===== config.mk =====
export PLATFORM = sky130hd
export DESIGN_NAME = ibuffer
export DESIGN_NICKNAME = d
export VERILOG_FILES = /design/src/rtl/global_config_pkg.sv /design/src/rtl/ibuffer.sv
export SDC_FILE = /design/constraint.sdc
export NUM_CORES = 2
export LEC_CHECK = 0
export BUFFER_PORTS_ARGS = -buffer_cell sky130_fd_sc_hd__buf_2
export CORE_MARGIN = 4
export CORE_UTILIZATION = 26
export DETAILED_ROUTE_END_ITERATION = 8
export GPL_ROUTABILITY_DRIVEN = 1
export PLACE_DENSITY = 0.4
export SETUP_SLACK_MARGIN = 0.05
export SYNTH_ARGS = -nofsm -noshare
export SYNTH_HDL_FRONTEND = slang
export SYNTH_SLANG_ARGS = --single-unit

===== constraint.sdc =====
create_clock -name clk -period 20.5 [get_ports clk]
set_input_delay 2.05 -clock clk [delete_from_list [all_inputs] [get_ports clk]]
set_output_delay 2.05 -clock clk [all_outputs]
set_load 0.005 [all_outputs]

===== src/rtl/global_config_pkg.sv =====
// global_config_pkg: shared core widths, instruction-buffer defaults and the buffer entry type.
package global_config_pkg;

    localparam int CFG_ILEN             = 32;
    localparam int CFG_PLEN             = 32;
    localparam int IBUF_DEPTH           = 16;
    localparam int IBUF_DECODE_WIDTH    = 2;
    localparam int IBUF_INSTR_PER_FETCH = 4;

    typedef struct packed {
        logic [CFG_ILEN-1:0] instr;
        logic [CFG_PLEN-1:0] pc;
    } ibuf_entry_t;

endpackage


===== src/rtl/ibuffer.sv =====
// ibuffer: circular FIFO between IFU fetch groups and decode; IBUFFER_BYPASS_EN adds an empty-buffer
// same-cycle path from ifu_rsp_* to dec_*.
module ibuffer
    import global_config_pkg::*;
#(
    parameter int INSTR_PER_FETCH = IBUF_INSTR_PER_FETCH,
    parameter int DECODE_WIDTH    = IBUF_DECODE_WIDTH,
    parameter int DEPTH           = IBUF_DEPTH,
    parameter int ILEN            = CFG_ILEN,
    parameter int PLEN            = CFG_PLEN
) (
    input  logic                                   clk,
    input  logic                                   rst,
    input  logic                                   flush_i,
    input  logic                                   ifu_rsp_valid_i,
    output logic                                   ifu_rsp_ready_o,
    input  logic [PLEN-1:0]                        ifu_rsp_pc_i,
    input  logic [INSTR_PER_FETCH-1:0][ILEN-1:0]   ifu_rsp_data_i,
    output logic [DECODE_WIDTH-1:0]                dec_valid_o,
    input  logic                                   dec_ready_i,
    output logic [DECODE_WIDTH-1:0][ILEN-1:0]      dec_instr_o,
    output logic [DECODE_WIDTH-1:0][PLEN-1:0]      dec_pc_o,
    output logic [$clog2(DEPTH+1)-1:0]             count_o
);

    localparam int AW = $clog2(DEPTH);
    localparam int CW = $clog2(DEPTH+1);
    localparam int NB = INSTR_PER_FETCH < DECODE_WIDTH ? INSTR_PER_FETCH : DECODE_WIDTH;

    logic [AW-1:0] head_q, tail_q;
    logic [CW-1:0] count_q, n, skip;
    logic          enq, byp;
    ibuf_entry_t   mem [DEPTH];

    assign ifu_rsp_ready_o = !rst && !flush_i && count_q <= CW'(DEPTH - INSTR_PER_FETCH);
    assign enq             = ifu_rsp_valid_i && ifu_rsp_ready_o;
    assign count_o         = count_q;

`ifdef IBUFFER_BYPASS_EN
    assign byp = enq && count_q == '0;
`else
    assign byp = 1'b0;
`endif

    // bypassed slots consumed by decode this cycle never reach the FIFO
    assign skip = byp && dec_ready_i ? CW'(NB) : '0;
    assign n    = dec_ready_i && !byp ? (count_q < CW'(DECODE_WIDTH) ? count_q : CW'(DECODE_WIDTH)) : '0;

    for (genvar i = 0; i < DECODE_WIDTH; i++) begin : g_slot
        localparam int J = i < INSTR_PER_FETCH ? i : 0;
        localparam bit B = i < NB;
        logic [AW-1:0] idx;
        assign idx            = head_q + AW'(i);
        assign dec_valid_o[i] = (byp && B) || (!rst && !flush_i && count_q > CW'(i));
        assign dec_instr_o[i] = byp && B ? ifu_rsp_data_i[J] : mem[idx].instr;
        assign dec_pc_o[i]    = byp && B ? ifu_rsp_pc_i + PLEN'(4*J) : mem[idx].pc;
    end

    always_ff @(posedge clk) begin
        if (rst || flush_i) begin
            head_q  <= '0;
            tail_q  <= '0;
            count_q <= '0;
        end else begin
            head_q  <= head_q + AW'(n);
            tail_q  <= tail_q + (enq ? AW'(INSTR_PER_FETCH) - AW'(skip) : '0);
            count_q <= count_q + (enq ? CW'(INSTR_PER_FETCH) - skip : '0) - n;
        end
    end

    always_ff @(posedge clk) begin
        if (enq)
            for (int k = 0; k < INSTR_PER_FETCH; k++)
                if (CW'(k) >= skip)
                    mem[tail_q + AW'(k) - AW'(skip)] <= '{instr: ifu_rsp_data_i[k], pc: ifu_rsp_pc_i + PLEN'(4*k)};
    end

endmodule

==> out/qor.csv <==
stage,metric,value,unit
clock_tree,h-tree-depth,4,
logic_synthesis,synth_seq_cells,1003,
detailed_routing,viasPerCell,4.876,
run,cap_violations,0,
timing,timing.hold.ws,0.6048,ns
power,max-vdd-ir-drop,0.08262,mV
critical_path,crit_chain,buf_12 > buf_4 > buf_12 > buf_4 > mux2_2 > o21ai_0 > a21oi_1 > a22oi_1 > nand2_1 > buf_2,
critical_path,r2r-start,count_o[4],
clock_tree,clock_sinks,1003,
critical_path,crit_path_max_incr_delay,0.76,ns
clock_tree,cts_tree,yes,
detailed_routing,drtIter0Drc,2518,
timing,max_freq,131.0,MHz
power,leakage,0.02035,uW
finish,fin_nets,4529,
logic_synthesis,avgSynthCellArea,13.14,sq um
clock_tree,cts_buffers,130,
detailed_routing,first_pass_iters,7,
logic_synthesis,seq_area_frac_synth,0.5448,
timing,maxSlewViolCount,0,
placement,dp_cells,7016,
global_route,grt-ovfl-total,0,
logic_synthesis,syn_inst,4191,
die,floorplan.die.width,468.3,um
finish,layout_commonest_cell,nand2_1,
logic_synthesis,synth_edf_count,992,
critical_path,crit_fanout,143,
logic_synthesis,dominantRegCellSynth,edfxtp_1,
status,status,"finished, final reports clean",
finish,final_cell_mix,"nand2_1, edfxtp_1, mux4_2, buf_2, xor2_1",
clock_tree,ctsHoldBuffers,0,
clock_tree,cts_resized,0,
logic_synthesis,synth_nets,4376,
timing,setup_viol,0,
logic_synthesis,synth_compound_area_frac,0.03766,
logic_synthesis,synth.area.mux_share,0.2240,
global_route,grtUsageTotal,0.1614,
logic_synthesis,synthAdderAreaFrac,0.004952,
critical_path,required,18.45,ns
finish,fill_cells,21189,
logic_synthesis,synth_simple_gate_area_frac,0.1060,
logic_synthesis,synth_xor_area_frac,0.05499,
timing,fin_crit_sh,0.3724,
critical_path,arrival,5.58,ns
critical_path,path_class,flop to primary output,
logic_synthesis,synth_top_family_by_area,multiplexers,
timing,worst_pin_slew,1.250,ns
timing,setup_tns,0,ns
placement,hpwl,108400,um
detailed_routing,vias,35424,
timing,slew-limit-headroom,0.1652,
detailed_routing,drc,0,
die,ios,301,
die,initial_utilization,0.2620,
timing,clock-skew-final,0.02569,ns
detailed_routing,wire_per_inst,24.58,um
worst_hold_path,hold_start,tail_q[3],
logic_synthesis,syn_area,55080,sq um
die,die-area,219300,sq um
finish,syn2layout_area_growth,15.16,%
timing,rsz0062_at_grt,false,
clock_tree,clk_latency,0.77,ns
global_route,grt_max_degree,144,
critical_path,setup.worst_path.start,head_q[0],
timing,finalHoldViolCount,0,
clock_tree,cts_root_buf,clkbuf_16,
global_route,antenna_found_initial,49,
logic_synthesis,synth_area_leaders,"edfxtp_1, mux4_2, nand2_1, mux2i_1, xor2_1",
finish,layout.cells.non_filler,7265,
logic_synthesis,synth.distinct_cells,51,
logic_synthesis,synth.top_cell.area_share,0.5408,
clock_tree,clockBufferDepth,3,
die,core,210200,sq um
critical_path,end_kind,primary output,
detailed_routing,wl,178600,um
placement,place_congestion,0.7259,
logic_synthesis,yosys_warnings,0,
logic_synthesis,yosys.area.top_type,edfxtp_1,
power,p_per_area,83.25,nW/um^2
placement,port_buffers,300,
global_route,first_global_vias,36106,
timing,finalCriticalPeriod,7.634,ns
global_route,grt_pass1_wl,260300,um
critical_path,worst_setup_path_start_kind,flop,
die,rows,168,
worst_hold_path,min_path_type,flop to flop,
clock_tree,clk_pin_slew,0.06,ns
detailed_routing,ant_nets,0,
logic_synthesis,async_flop_share,0,
finish,drive_gt1_frac,0.2393,
critical_path,cp_slowest_cell,buf_4,
die,die_h,468.3,um
clock_tree,cts_setup_buffers,0,
## registers in the layout, indices dropped and copies added (netlist names)
name,flops
head_q,4
count_o,5
tail_q,2
mem,992
## logic make-up (layout without fill, tap and decap cells)
| logic type | after synthesis | after routing |
|---|---|---|
| AO/OA/AOI/OAI | 333 | 333 |
| XOR/XNOR | 345 | 345 |
| adder cells (fa/ha/maj) | 20 | 20 |
| buffers and inverters | 361 | 616 |
| flip-flops | 1003 | 1003 |
| multiplexers | 681 | 681 |
| other | 0 | 14 |
| AND/OR/NAND/NOR | 1448 | 1448 |
## worst max-delay path, delay by kind of cell (launching register included)
kind | cells | cell delay, ns
muxes | 1 | 0.40
AOI/OAI and AO/OA | 3 | 0.43
DFF | 1 | 0.63
and+or+nand+nor | 1 | 0.10
buffers and inverters | 5 | 2.86
## where the power goes
| part | switching [uW] | internal [uW] | leakage (uW) | total [uW] |
|---|---|---|---|---|
| sequential | 26.9 | 2290 | 0.00905 | 2320 |
| combinational | 431 | 309 | 0.00931 | 740 |
| clock | 924 | 1300 | 0.00199 | 2220 |
## worst paths after layout
kind         depth (start not counted)  slack (ns)               to
max                                 10       12.87  dec_instr_o[15]
min                                  2        0.60        tail_q[3]
max reg2reg                         11       14.67      mem[10][43]
min reg2reg                          2        0.60        tail_q[3]
## per-layer routing
metal	GRT usage	part of all wire
met2	0.2677	0.48
met5	0	0.00045
met4	0.04075	0.024
met1	0.2177	0.44
met3	0.02973	0.052
## cell usage after synthesis (14+ instances only)
cell type / instances
nand3_1: 45
nor3_1: 61
mux2i_1: 183
o21ai_0: 136
inv_1: 14
ha_1: 17
a21oi_1: 64
a221oi_1: 61
mux2_2: 63
xnor2_1: 144
nand4_1: 17
buf_2: 112
a22oi_1: 61
clkbuf_1: 182
edfxtp_1: 992
buf_1: 41
nor2_1: 164
xor2_1: 200
mux4_2: 435
nand2_1: 1114
## metrics by stage
stage               area (sq um)  power, uW  utilization  setup WS (ns)
detailed placement         59310       3125       0.2822          13.11
floorplan                  55080       2815            -          9.885
global placement           59310       3123       0.2822          13.19
CTS                        63390       5377       0.3016          12.72
finish                     63430       5281       0.3018          12.87
global route               63410       5514       0.3017          12.36
## final cells by class
| type | instances | area [sq um] | share of cell area |
|---|---|---|---|
| clock inverters | 75 | 626.9 | 0.009882 |
| repair buffers | 362 | 2054 | 0.03239 |
| well taps | 2805 | 3510 | 0.05533 |
| inverters | 20 | 105.1 | 0.001657 |
| diodes | 14 | 35.03 | 0.0005523 |
| clock buffers | 159 | 3447 | 0.05434 |
| multi-input cells | 2827 | 23630 | 0.3725 |
| flip-flops and latches | 1003 | 30020 | 0.4733 |
Note: power is estimated with default switching activity, not from simulation.
